**src/rtl/input_debounce_pkg.sv**
```systemverilog
// Shared types and constants for the input_debounce block.
package input_debounce_pkg;

    localparam int DEFAULT_CNT_W = 16;

    typedef enum logic {
        STABLE   = 1'b0,
        COUNTING = 1'b1
    } deb_state_e;

endpackage

```
**src/rtl/input_debounce_chan.sv**
```systemverilog
// One debounce channel: stability FSM, persistence counter, level and edge pulses.
//
//   state    | meaning
//   ---------+-------------------------------------------------------------
//   STABLE   | i_in matches o_level, counter held at 0
//   COUNTING | i_in differs from o_level, counter = cycles it has differed
module debounce_chan
    import input_debounce_pkg::*;
#(
    parameter int   CNT_W   = DEFAULT_CNT_W,
    parameter logic DEFAULT = 1'b0
) (
    input  logic             i_clk,
    input  logic             i_rst_n,
    input  logic             i_in,
    input  logic [CNT_W-1:0] i_thresh,
    output logic             o_level,
    output logic             o_rise,
    output logic             o_fall
);

    deb_state_e       r_state;
    logic [CNT_W-1:0] r_cnt;
    logic             r_level;
    logic             r_rise;
    logic             r_fall;
    logic [CNT_W-1:0] w_thr_eff;

    // A zero threshold behaves as one so a change is never accepted on the
    // same edge that first sees it.
    assign w_thr_eff = (i_thresh == '0) ? CNT_W'(1) : i_thresh;

    always_ff @(posedge i_clk) begin
        if (!i_rst_n) begin
            r_state <= STABLE;
            r_cnt   <= '0;
            r_level <= DEFAULT;
            r_rise  <= 1'b0;
            r_fall  <= 1'b0;
        end else begin
            r_rise <= 1'b0;
            r_fall <= 1'b0;
            case (r_state)
                STABLE: begin
                    if (i_in != r_level) begin
                        r_state <= COUNTING;
                        r_cnt   <= CNT_W'(1);
                    end
                end
                COUNTING: begin
                    if (i_in == r_level) begin
                        r_state <= STABLE;
                        r_cnt   <= '0;
                    end else if (r_cnt >= w_thr_eff) begin
                        r_level <= i_in;
                        r_rise  <= i_in;
                        r_fall  <= ~i_in;
                        r_state <= STABLE;
                        r_cnt   <= '0;
                    end else begin
                        // Cannot wrap: commit happens at the threshold, which
                        // is bounded by the counter's full-scale value.
                        r_cnt <= r_cnt + CNT_W'(1);
                    end
                end
                default: begin
                    r_state <= STABLE;
                    r_cnt   <= '0;
                end
            endcase
        end
    end

    assign o_level = r_level;
    assign o_rise  = r_rise;
    assign o_fall  = r_fall;

endmodule

```
**src/rtl/input_debounce.sv**
```systemverilog
// Multi-channel input debouncer with a shared persistence threshold.
// Optional sticky event/interrupt latch is built when DEBOUNCE_IRQ_EN is defined.
module input_debounce
    import input_debounce_pkg::*;
#(
    parameter int               WIDTH   = 1,
    parameter int               CNT_W   = DEFAULT_CNT_W,
    parameter logic [WIDTH-1:0] DEFAULT = '0
) (
    input  logic             i_clk,
    input  logic             i_rst_n,
    input  logic [WIDTH-1:0] i_in,
    input  logic [CNT_W-1:0] i_thresh,
`ifdef DEBOUNCE_IRQ_EN
    input  logic [WIDTH-1:0] i_irq_clr,
    output logic [WIDTH-1:0] o_irq_pending,
    output logic             o_irq,
`endif
    output logic [WIDTH-1:0] o_level,
    output logic [WIDTH-1:0] o_rise,
    output logic [WIDTH-1:0] o_fall
);

    logic [WIDTH-1:0] w_level;
    logic [WIDTH-1:0] w_rise;
    logic [WIDTH-1:0] w_fall;

    for (genvar g = 0; g < WIDTH; g++) begin : g_chan
        debounce_chan #(
            .CNT_W   (CNT_W),
            .DEFAULT (DEFAULT[g])
        ) u_chan (
            .i_clk    (i_clk),
            .i_rst_n  (i_rst_n),
            .i_in     (i_in[g]),
            .i_thresh (i_thresh),
            .o_level  (w_level[g]),
            .o_rise   (w_rise[g]),
            .o_fall   (w_fall[g])
        );
    end

    assign o_level = w_level;
    assign o_rise  = w_rise;
    assign o_fall  = w_fall;

`ifdef DEBOUNCE_IRQ_EN
    logic [WIDTH-1:0] r_irq_pending;
    logic             r_irq;
    logic [WIDTH-1:0] w_pending_nxt;

    // A new event outranks a clear arriving in the same cycle.
    assign w_pending_nxt = (r_irq_pending & ~i_irq_clr) | w_rise | w_fall;

    always_ff @(posedge i_clk) begin
        if (!i_rst_n) begin
            r_irq_pending <= '0;
            r_irq         <= 1'b0;
        end else begin
            r_irq_pending <= w_pending_nxt;
            r_irq         <= |w_pending_nxt;
        end
    end

    assign o_irq_pending = r_irq_pending;
    assign o_irq         = r_irq;
`endif

endmodule

```
**config.mk**
```make
export PLATFORM = sky130hd
export DESIGN_NAME = input_debounce
export DESIGN_NICKNAME = d
export VERILOG_FILES = /design/src/rtl/input_debounce_pkg.sv /design/src/rtl/input_debounce_chan.sv /design/src/rtl/input_debounce.sv
export SDC_FILE = /design/constraint.sdc
export NUM_CORES = 1
export LEC_CHECK = 0
export CAP_MARGIN = 15
export CORE_MARGIN = 8
export CORE_UTILIZATION = 57
export CTS_CLUSTER_DIAMETER = 80
export CTS_CLUSTER_SIZE = 40
export DETAILED_ROUTE_END_ITERATION = 10
export GPL_TIMING_DRIVEN = 0
export PLACE_DENSITY = 0.95
export SYNTH_ARGS = -nofsm -noshare
export SYNTH_HDL_FRONTEND = slang
export SYNTH_HIERARCHICAL = 1
export SYNTH_SLANG_ARGS = --single-unit
export TNS_END_PERCENT = 10
```
**constraint.sdc**
```tcl
create_clock -name i_clk -period 5.6 [get_ports i_clk]
set_clock_uncertainty 0.1 [all_clocks]
set_input_delay 1.68 -clock i_clk [delete_from_list [all_inputs] [get_ports i_clk]]
set_output_delay 1.68 -clock i_clk [all_outputs]
set_load 0.03 [all_outputs]
```
Word-level counts from Yosys, hierarchy flattened:

Cells that the tools add are included.

* reductions and logical operators: 3
* multiplexer cells: 9
* add/sub/neg operators: 1
* equal/unequal tests: 3
* $lt $le $gt $ge: 1
* bitwise logic cells: 5

Operators by type and width (number)
* $mux W16: 4
* $pmux W16 S2: 1
* $add A16 B1 Y16 const B: 1
* $ge A16 B16 Y1: 1
* $logic_not A16 Y1: 1
* $not A1 Y1: 5
* $reduce_or A4 Y1: 1
* $mux W1: 3
* $reduce_and A3 Y1: 1
* $ne A2 B1 Y1 const B: 1
* $pmux W1 S2: 1
* $eq A1 B1 Y1: 1
* $ne A1 B1 Y1: 1

* register bits after elaboration: 20
* output and inout bits: 3
* input bits: 19

Depth between registers and ports, before layout:

Gate-level depths: netlist of the first run.

* depth in word-level cells: 6
* depth in mapped cells: 10
* mapped depth without buffers: 9

Least setup slack after synthesis of the first run:

OpenSTA, ideal clock, no wires.

* path type: input port to flip-flop
* from: in i_thresh[8]
* to: reg g_chan[0].u_chan.r_cnt[12]
* stages on the path: 10
* arrival: 3623 ps
* setup time: 62 ps
* slack: 1816 ps
* required time: 5438 ps
* buffers on the path: 1
* cell sequence: nor4_1 -> a41o_1 -> ha_1 -> nand2b_1 -> a2111oi_0 -> or4_1 -> nand3_2 -> buf_6 -> or3_1 -> nand3_1

* cells in the longest elaborated chain, start to end: 6

Ends and longest elaborated chain
* from (decl): RTL line input_debounce.sv:13 `input logic [CNT_W-1:0] i_thresh,`
* $logic_not A16 Y1: RTL line input_debounce_chan.sv:31 `assign w_thr_eff = (i_thresh == '0) ? CNT_W'(1) : i_thresh;`
* $mux W16 (*): RTL line input_debounce_chan.sv:31
* $ge A16 B16 Y1 (*): RTL line input_debounce_chan.sv:54 `end else if (r_cnt >= w_thr_eff) begin`
* $mux W16 (*): RTL line input_debounce_chan.sv:54
* $mux W16 (*): RTL line input_debounce_chan.sv:51 `if (i_in == r_level) begin`
* $pmux W16 S2 (*): RTL line input_debounce_chan.sv:43 `case (r_state)`
* to (signal assigned): RTL line input_debounce_chan.sv:63 `r_cnt <= r_cnt + CNT_W'(1);`
* to (decl): RTL line input_debounce_chan.sv:23 `logic [CNT_W-1:0] r_cnt;`

Every way passes the cells marked *; elsewhere a longest branch is shown, timed or not.
A chain may end at the register's enable or synchronous reset.

Worst setup path in the final report of the first run:

* from: in i_thresh[8]
* to: reg g_chan[0].u_chan.r_cnt[13]

Same word-level chain as after synthesis.

==> impl_metrics.env, run 1 <==
export IMPL_dpl_cell_area_um2=1650
export IMPL_clock_sinks=20
export IMPL_synth_top_area_share_pct=28.3
export IMPL_slew_viol_final=0
export IMPL_ys_ff_latch=20
export IMPL_cts_repair_resized=0
export IMPL_die_w_um=65.8
export IMPL_cts_tree="done"
export IMPL_finalHoldViolations=0
export IMPL_ys_types=41
export IMPL_synthesis_area_um2=1410
export IMPL_stdcell_count=231
export IMPL_setup_viol=0
export IMPL_drive_gt1_share_pct=8.96
export IMPL_fillers=196
export IMPL_io_buffers=20
export IMPL_worstSetupEndpointType="flip-flop"
export IMPL_place_hpwl_mm=2.80
export IMPL_synth_flop_cell="dfxtp_1"
export IMPL_drt_wl_total_mm=3.54
export IMPL_start_util_pct=58.7
export IMPL_rows=18
export IMPL_grt_first_pass_wirelength_mm=5.98
export IMPL_setup_slack_ns=1.27
export IMPL_drtAntennaViolNets=0
export IMPL_slew_headroom_pct=63.5
export IMPL_grt_ovfl_total=0
export IMPL_worst_setup_path_start_kind="input port"
export IMPL_p_leak_uw=0.000744
export IMPL_criticalPathCategory="in -> reg"
export IMPL_cts_root_buf="clkbuf_4"
export IMPL_dp_cells=227
export IMPL_worstMarginPinSlew_ns=0.542
export IMPL_ys_seq_area_share_pct=28.3
export IMPL_grt_usage_pct=17.2
export IMPL_antenna_found_initial=0
export IMPL_hold_path_class="reg -> reg"
export IMPL_synthesis_nets=213
export IMPL_grt_pass1_vias=1395
export IMPL_cts_buffer_depth=2
export IMPL_status="complete, no violations"
export IMPL_maxCapViolCount=0
export IMPL_cts_setup_buffers=0
export IMPL_synth_edff_count=0
export IMPL_finalSetupTns_ns=0
export IMPL_async_reset_ff_share_pct=0
export IMPL_gp_congestion=0.937
export IMPL_syn_avg_cell_area_um2=7.99
export IMPL_ir_drop_v=0.000155
export IMPL_cellPowerDensity_nw_per_um2=178
export IMPL_synth_area_leaders="dfxtp_1 (28%), ha_1 (15%), inv_1 (5.6%)"
export IMPL_clock_latency_ns=0.31
export IMPL_grt_max_degree=13
export IMPL_pin_count=22
export IMPL_fin_crit_sh_pct=77.3
export IMPL_antenna_cells=0
export IMPL_num_vias=1398
export IMPL_cts_buffers=3
export IMPL_core_area_um2=2410
export IMPL_area_growth_pct=20.5
export IMPL_drtIter0Drc=96
export IMPL_yosysMostFrequentCell="inv_1"
export IMPL_clk_pin_slew_ns=0.13
export IMPL_grt_setup_unrepaired="false"
export IMPL_period_minus_slack_ns=4.33
export IMPL_nets=238
export IMPL_firstDrtPassIters=4
export IMPL_place_ws_ns=1.03
export IMPL_dieHeight_um=65.8
export IMPL_synthCells=177
export IMPL_ctsHoldBuffers=0
export IMPL_synth_commonest_cells="inv_1 (21), dfxtp_1 (20), ha_1 (17), nand2_1 (16), nand3_1 (14)"
export IMPL_fmax_ghz=0.231
export IMPL_cp_required_ns=5.74
export IMPL_cp_arrival_ns=4.47
export IMPL_fin_area_um2=1700
export IMPL_viasPerCell=6.05
export IMPL_critPathMaxFanout=5
export IMPL_dieArea_um2=4330
export IMPL_htree_levels=1
export IMPL_wl_per_cell_um=15.3
export IMPL_synth_top_cell_by_area="dfxtp_1"
export IMPL_yosysWarnings=6
export IMPL_drc=0
==> area by class of cell <==
cell class,instances,area (um^2),share of cell area (%)
buffer,4,36.3,2.13
timing repair buffer,20,200,11.7
tap,30,37.5,2.20
sequential,20,400,23.5
clock buffer,3,22.5,1.32
multi-input combinational,132,898,52.7
clock inverter,1,30.0,1.76
inverter,21,78.8,4.63
==> sequential cells by signal, indices dropped and copies added (netlist names) <==
register and count:
g_chan.u_chan/r_cnt 16, g_chan.u_chan/r_state 1, g_chan.u_chan/o_fall 1, g_chan.u_chan/o_rise 1, g_chan.u_chan/o_level 1
==> worst max-delay path, stage by stage <==
cell	delay, ns
clkdlybuf4s50_1	0.42
nor4_1	0.40
a41o_1	0.23
ha_1	0.22
nand2b_1	0.13
a2111oi_0	0.40
or4_1	0.23
nand3_2	0.15
or3_2	0.49
o21ai_0	0.11
==> cell usage in the layout (no fill, tap or decap), drive strengths merged, types with 2 or more instances in the layout <==
cell type / count
inv: 21
dfxtp: 20
clkdlybuf4s50: 20
ha: 17
nand2: 16
nand3: 15
o21ai: 13
a21oi: 10
or3: 9
nor2: 8
nor3: 5
nor4: 4
clkbuf: 4
and3: 4
nand4: 3
and2: 3
xor2: 3
buf: 3
a21o: 2
o2111ai: 2
and4b: 2
o211a: 2
a31oi: 2
==> metal layers <==
metal / part of all wire (%) / wire [um] / GRT usage, % / vias to the layer above
met5: 0 / 0 / 0 / -
met4: 1.6 / 55 / 7.90 / 0
met3: 6.7 / 238 / 3.56 / 8
met2: 47 / 1680 / 29.5 / 52
met1: 44 / 1570 / 19.8 / 647
li1: - / - / - / 691
==> kinds of logic after synthesis <==
| kind of cell | Yosys count | share of synthesized area [%] |
|---|---|---|
| xor+xnor | 3 | 2.39 |
| simple gates | 73 | 28.6 |
| fa+ha+maj | 17 | 15.0 |
| mux | 1 | 0.708 |
| compound gates | 38 | 16.8 |
| flops | 20 | 28.3 |
| buf+inv | 25 | 8.14 |
==> path summary, 6_finish.rpt <==
path	slack, ns	cells after the start	start	end
worst max register to register	3.08	8	g_chan[0].u_chan/r_cnt[0]$_SDFFE_PN0P_	g_chan[0].u_chan/r_cnt[13]$_SDFFE_PN0P_
worst max-delay path	1.27	10	i_thresh[8]	g_chan[0].u_chan/r_cnt[13]$_SDFFE_PN0P_
worst min-delay path	0.41	2	g_chan[0].u_chan/r_cnt[15]$_SDFFE_PN0P_	g_chan[0].u_chan/r_cnt[15]$_SDFFE_PN0P_
worst min register to register	0.41	2	g_chan[0].u_chan/r_cnt[15]$_SDFFE_PN0P_	g_chan[0].u_chan/r_cnt[15]$_SDFFE_PN0P_
==> where the power goes <==
group | internal (uW) | switching [uW] | total, uW
registers | 143 | 1.70 | 145
logic | 20.3 | 18.0 | 38.3
clock network | 72.4 | 47.8 | 120
==> metrics by stage <==
step	util, %	power, uW	hold slack, ns
after global placement	68.5	183	0.374
after detailed placement	68.5	186	0.385
final	70.7	304	0.406
after CTS	70.7	304	0.407
after global routing	70.7	315	0.456
after floorplan	-	165	0.355
No activity file was read; power rests on OpenSTA's default activity.
==> run 2, diff against run 1 <==
Settings changed: CORE_UTILIZATION 57 to 48, PLACE_DENSITY 0.95 to 0.86.
Clock period 5.6 ns to 3.54 ns, I/O delays scaled along.
==> impl_metrics.env, run 2 (synthesis gave the netlist of run 1 again) <==
export IMPL_power_frac_comb_pct=15.4
export IMPL_clk_pin_slew_ns=0.11
export IMPL_r2r_cells=10
export IMPL_dieArea_um2=4940
export IMPL_grt_setup_unrepaired="false"
export IMPL_status="complete, no violations"
export IMPL_maxCapViolCount=0
export IMPL_multiInputGateArea_um2=955
export IMPL_p_leak_uw=0.000811
export IMPL_area_growth_pct=25.3
export IMPL_fin_crit_sh_pct=97.4
export IMPL_mostFrequentLayoutCells="inv_1 (21), dfxtp_1 (20), ha_1 (17)"
export IMPL_period_minus_slack_ns=3.45
export IMPL_path_buf_inv=3
export IMPL_cp_slowest_cell="clkdlybuf4s50_1"
export IMPL_cts_root_buf="clkbuf_4"
export IMPL_worstSetupEndpointType="flip-flop"
export IMPL_clock_latency_ns=0.30
export IMPL_core_area_um2=2780
export IMPL_firstDrtPassIters=4
export IMPL_die_w_um=70.3
export IMPL_gp_congestion=0.840
export IMPL_crit_cells=12
export IMPL_seq_area_um2=400
export IMPL_antenna_cells=0
export IMPL_r2r_end="g_chan[0].u_chan/r_cnt[2]$_SDFFE_PN0P_"
export IMPL_dpl_cell_area_um2=1650
export IMPL_final_common_cell="inv_1"
export IMPL_switchingPower_uw=103
export IMPL_pin_count=22
export IMPL_internal_power_uw=325
export IMPL_ctsHoldBuffers=0
export IMPL_finalHoldViolations=0
export IMPL_finalCoreUtilization_pct=63.7
export IMPL_setup_viol=0
export IMPL_viasPerCell=5.77
export IMPL_cp_arrival_ns=3.60
export IMPL_grt_first_pass_wirelength_mm=5.43
export IMPL_cts_buffer_depth=2
export IMPL_grt_pass1_vias=1251
export IMPL_power_frac_seq_pct=53.5
export IMPL_power_uw=429
export IMPL_hold_start="g_chan[0].u_chan/r_cnt[15]$_SDFFE_PN0P_"
export IMPL_nets=239
export IMPL_htree_levels=1
export IMPL_rows=19
export IMPL_ir_drop_v=0.000312
export IMPL_swShare_pct=24.1
export IMPL_fin_hold_ws_ns=0.380
export IMPL_clock_sinks=20
export IMPL_worstPathCellList="clkdlybuf4s50_1 -> nor4_2 -> a41o_1 -> ha_1 -> nand2b_4 -> a2111oi_4 -> or4_4 -> nand3_4 -> buf_6 -> buf_4 -> nor3b_1 -> a21o_1"
export IMPL_drt_wl_total_mm=3.33
export IMPL_largest_register="g_chan.u_chan/r_cnt"
export IMPL_r2r_start="g_chan[0].u_chan/r_cnt[0]$_SDFFE_PN0P_"
export IMPL_worst_setup_path_start_kind="input port"
export IMPL_cts_buffers=3
export IMPL_largest_reg_flops=16
export IMPL_whs_endpoint="g_chan[0].u_chan/r_cnt[15]$_SDFFE_PN0P_"
export IMPL_whs_path_depth=2
export IMPL_cts_tree="done"
export IMPL_worst_path_largest_cell_delay_ns=0.43
export IMPL_drtAntennaViolNets=0
export IMPL_place_hpwl_mm=2.55
export IMPL_fmax_ghz=0.290
export IMPL_io_buffers=20
export IMPL_start_util_pct=50.8
export IMPL_wl_per_cell_um=14.3
export IMPL_num_vias=1345
export IMPL_dieHeight_um=70.3
export IMPL_fillers=234
export IMPL_cellPowerDensity_nw_per_um2=242
export IMPL_slew_headroom_pct=67.1
export IMPL_hold_path_class="reg -> reg"
export IMPL_fin_area_um2=1770
export IMPL_slew_viol_final=0
export IMPL_drive_gt1_share_pct=12.4
export IMPL_crit_family="simple AND/OR/NAND/NOR gates"
export IMPL_grt_ovfl_total=0
export IMPL_drc=0
export IMPL_worstMarginPinSlew_ns=0.490
export IMPL_critPathMaxFanout=7
export IMPL_antenna_found_initial=0
export IMPL_cp_required_ns=3.70
export IMPL_power_share_clock_pct=31.1
export IMPL_criticalPathCategory="in -> reg"
export IMPL_r2r_setup_slack_ns=1.19
export IMPL_grt_usage_pct=13.0
export IMPL_drtIter0Drc=105
export IMPL_finalSetupTns_ns=0
export IMPL_grt_max_degree=12
==> run 2: how the worst max path moves through the flow <==
stage                       from                                      end  slack [ns]
floorplan            i_thresh[8]  g_chan[0].u_chan/r_cnt[12]$_SDFFE_PN0P_        0.37
global placement     i_thresh[4]  g_chan[0].u_chan/r_cnt[14]$_SDFFE_PN0P_       -0.49
detailed placement   i_thresh[4]  g_chan[0].u_chan/r_cnt[15]$_SDFFE_PN0P_       -0.48
CTS                 i_thresh[11]  g_chan[0].u_chan/r_cnt[15]$_SDFFE_PN0P_        0.01
global route         i_thresh[6]  g_chan[0].u_chan/r_cnt[15]$_SDFFE_PN0P_       0.006
finish              i_thresh[10]   g_chan[0].u_chan/r_cnt[2]$_SDFFE_PN0P_        0.09
==> run 2: repair_timing <==
item	CTS	global route
resized for setup	6	11
endpoints found under the setup margin	14	8
setup buffers	0	1
pin swaps	3	6
cloned	0	0
endpoints found under the hold margin	0	0
==> run 2: per-stage QoR <==
stage                     setup WS, ns  cells
after CTS                       0.0138    232
after floorplan                  0.374    177
after global placement          -0.485    228
after global routing           0.00588    233
after detailed placement        -0.477    228
final                           0.0935    233
==> run 2: power by group through the flow <==
stage	clock [uW]	sequential, uW	combinational [uW]
after floorplan	0	234	28.2
after global placement	0	234	56.1
after detailed placement	0	234	57.6
after CTS	140	229	61.4
after global routing	149	230	72.7
final	133	229	66.1
==> run 2: layer usage <==
layer | global-route usage, % | routed length, um | up-vias
li1 | - | - | 694
met1 | 15.7 | 1450 | 615
met2 | 21.7 | 1640 | 34
met3 | 3.67 | 208 | 2
met4 | 4.02 | 35 | 0
met5 | 0 | 0 | -
==> run 2: tightest hold or removal path, cell delays in order, from the launching register on <==
cell and delay, ns:
dfxtp_1 0.33, inv_1 0.05, o21ai_1 0.06
==> run 2: final cells by class <==
cell class                 count  area share, %
timing repair buffer          21           12.6
sequential                    20           22.6
buffer                         4           2.26
clock buffer                   4           2.05
tap                           31           2.19
multi-input combinational    132           53.9
inverter                      21           4.45
==> run 3, diff against run 2 <==
Settings changed: CELL_PAD_IN_SITES_DETAIL_PLACEMENT set to 1, CELL_PAD_IN_SITES_GLOBAL_PLACEMENT set to 1, CORE_UTILIZATION 48 to 39, PLACE_DENSITY 0.86 to 0.89.
Clock period 3.54 ns to 3.4 ns, I/O delays scaled along.
==> impl_metrics.env, run 3 (synthesis gave the netlist of run 1 again) <==
export IMPL_status="complete, no violations"
export IMPL_die_w_um=76.2
export IMPL_power_frac_comb_pct=13.8
export IMPL_drtAntennaViolNets=0
export IMPL_mostFrequentLayoutCells="inv_1 (21), dfxtp_1 (20), ha_1 (17)"
export IMPL_antenna_found_initial=0
export IMPL_gp_congestion=0.821
export IMPL_grt_first_pass_wirelength_mm=6.93
export IMPL_met3_length_um=72
export IMPL_hold_path_class="reg -> reg"
export IMPL_r2r_cells=8
export IMPL_r2r_start="g_chan[0].u_chan/r_cnt[5]$_SDFFE_PN0P_"
export IMPL_area_growth_pct=28.8
export IMPL_cp_startpoint="i_thresh[3]"
export IMPL_clock_sinks=20
export IMPL_switchingPower_uw=116
export IMPL_place_hpwl_mm=3.00
export IMPL_fmax_ghz=0.297
export IMPL_dpl_cell_area_um2=1670
export IMPL_cts_buffer_depth=2
export IMPL_grt_max_degree=13
export IMPL_dieArea_um2=5810
export IMPL_fin_crit_sh_pct=98.9
export IMPL_fillers=451
export IMPL_worstMarginPinSlew_ns=0.540
export IMPL_grt_usage_pct=14.0
export IMPL_ir_drop_v=0.000132
export IMPL_critPathMaxFanout=8
export IMPL_firstDrtPassIters=4
export IMPL_wl_per_cell_um=16.2
export IMPL_cts_root_buf="clkbuf_4"
export IMPL_seq_area_um2=400
export IMPL_wl_met1_mm=1.84
export IMPL_swShare_pct=22.9
export IMPL_clock_latency_ns=0.30
export IMPL_largest_reg_flops=16
export IMPL_dieHeight_um=76.2
export IMPL_grt_pass1_vias=1464
export IMPL_stdcell_count=251
export IMPL_worstSetupEndpointType="flip-flop"
export IMPL_multiInputGateArea_um2=977
export IMPL_power_frac_seq_pct=47.2
export IMPL_drt_wl_total_mm=4.06
export IMPL_cts_buffers=3
export IMPL_grt_setup_unrepaired="true"
export IMPL_htree_levels=1
export IMPL_finalCoreUtilization_pct=50.9
export IMPL_antenna_cells=0
export IMPL_cp_arrival_ns=3.47
export IMPL_start_util_pct=39.5
export IMPL_internal_power_uw=390
export IMPL_rows=22
export IMPL_p_leak_uw=0.000802
export IMPL_r2r_setup_slack_ns=0.97
export IMPL_nets=240
export IMPL_cellPowerDensity_nw_per_um2=278
export IMPL_cts_tree="done"
export IMPL_dp_cells=245
export IMPL_core_area_um2=3580
export IMPL_setup_viol=0
export IMPL_io_buffers=20
export IMPL_final_common_cell="inv_1"
export IMPL_maxCapViolCount=0
export IMPL_drc=0
export IMPL_crit_end="g_chan[0].u_chan/r_cnt[2]$_SDFFE_PN0P_"
export IMPL_power_share_clock_pct=39.0
export IMPL_clk_pin_slew_ns=0.12
export IMPL_viasPerCell=5.55
export IMPL_r2r_end="g_chan[0].u_chan/r_cnt[14]$_SDFFE_PN0P_"
export IMPL_num_vias=1392
export IMPL_slew_viol_final=0
export IMPL_worst_setup_path_start_kind="input port"
export IMPL_largest_register="g_chan.u_chan/r_cnt"
export IMPL_drtIter0Drc=59
export IMPL_routed_wl_met2_mm=2.04
export IMPL_slew_headroom_pct=63.7
export IMPL_fin_hold_ws_ns=0.400
export IMPL_ctsHoldBuffers=0
export IMPL_finalHoldViolations=0
export IMPL_drive_gt1_share_pct=13.8
export IMPL_fin_area_um2=1820
export IMPL_grt_ovfl_total=0
export IMPL_highest_layer="met4"
export IMPL_criticalPathCategory="in -> reg"
export IMPL_pin_count=22
export IMPL_cp_required_ns=3.51
export IMPL_period_minus_slack_ns=3.36
[run 3: changes by cell type in the layout (fill, tap and decap cells not counted), moves of 2 or more]
cell,change
nor4_4,+2
dlymetal6s2s_1,-4
clkdlybuf4s50_1,-3
dlygate4sd2_1,+7
nor4_2,-2
[run 3: worst min path at each step]
stage	from	end	slack (ns)	depth (start not counted)
2_1_floorplan	g_chan[0].u_chan/r_cnt[15]$_SDFFE_PN0P_	g_chan[0].u_chan/r_cnt[15]$_SDFFE_PN0P_	0.35	2
3_3_place_gp	g_chan[0].u_chan/r_cnt[15]$_SDFFE_PN0P_	g_chan[0].u_chan/r_cnt[15]$_SDFFE_PN0P_	0.37	2
3_5_place_dp	g_chan[0].u_chan/r_cnt[15]$_SDFFE_PN0P_	g_chan[0].u_chan/r_cnt[15]$_SDFFE_PN0P_	0.38	2
4_1_cts	g_chan[0].u_chan/r_cnt[15]$_SDFFE_PN0P_	g_chan[0].u_chan/r_cnt[15]$_SDFFE_PN0P_	0.40	2
5_1_grt	g_chan[0].u_chan/r_cnt[15]$_SDFFE_PN0P_	g_chan[0].u_chan/r_cnt[15]$_SDFFE_PN0P_	0.45	2
6_report	g_chan[0].u_chan/r_cnt[15]$_SDFFE_PN0P_	g_chan[0].u_chan/r_cnt[15]$_SDFFE_PN0P_	0.40	2
[run 3: power groups by stage]
stage	Clock, uW	Combinational [uW]	Sequential (uW)
floorplan	0	29.3	243
global placement	0	60.0	244
detailed placement	0	62.2	244
CTS	203	66.0	239
global route	215	76.9	240
finish	197	69.7	239
[run 3: worst max-delay path, stage by stage]
cell	delay [ns]
clkdlybuf4s50_1	0.53
nor4_4	0.06
a41o_1	0.22
ha_1	0.27
nand2b_1	0.14
a2111oi_4	0.08
or4_4	0.53
nand3_4	0.12
buf_6	0.14
buf_4	0.12
o21ai_1	0.06
a21o_1	0.18
[run 3: through the flow]
step	setup WS (ns)	setup TNS (ns)	power [uW]
after CTS	0.000439	0	508
after detailed placement	-0.676	-10.69	306
final	0.0385	0	506
after global placement	-0.630	-9.97	304
after floorplan	0.276	0	273
after global routing	-0.0215	-0.0832	531
[run 3: what timing repair did]
item,CTS,global route
hold endpoints to repair,0,0
setup buffers,2,0
pin swaps,7,5
gates resized for setup,17,8
endpoints found under the setup margin,20,17
[run 3: layout make-up]
| cell class | instances | area share, % |
|---|---|---|
| multi-input combinational | 132 | 53.7 |
| tap | 48 | 3.30 |
| inverter | 21 | 4.33 |
| buffer | 4 | 2.20 |
| sequential | 20 | 22.0 |
| clock buffer | 3 | 1.24 |
| clock inverter | 1 | 1.65 |
| timing repair buffer | 22 | 11.6 |
[run 3: metal layers]
metal | vias up | track usage (%)
met3 | 8 | 2.00
met4 | 0 | 4.81
met5 | - | 0
li1 | 697 | -
met1 | 666 | 16.9
met2 | 21 | 24.7
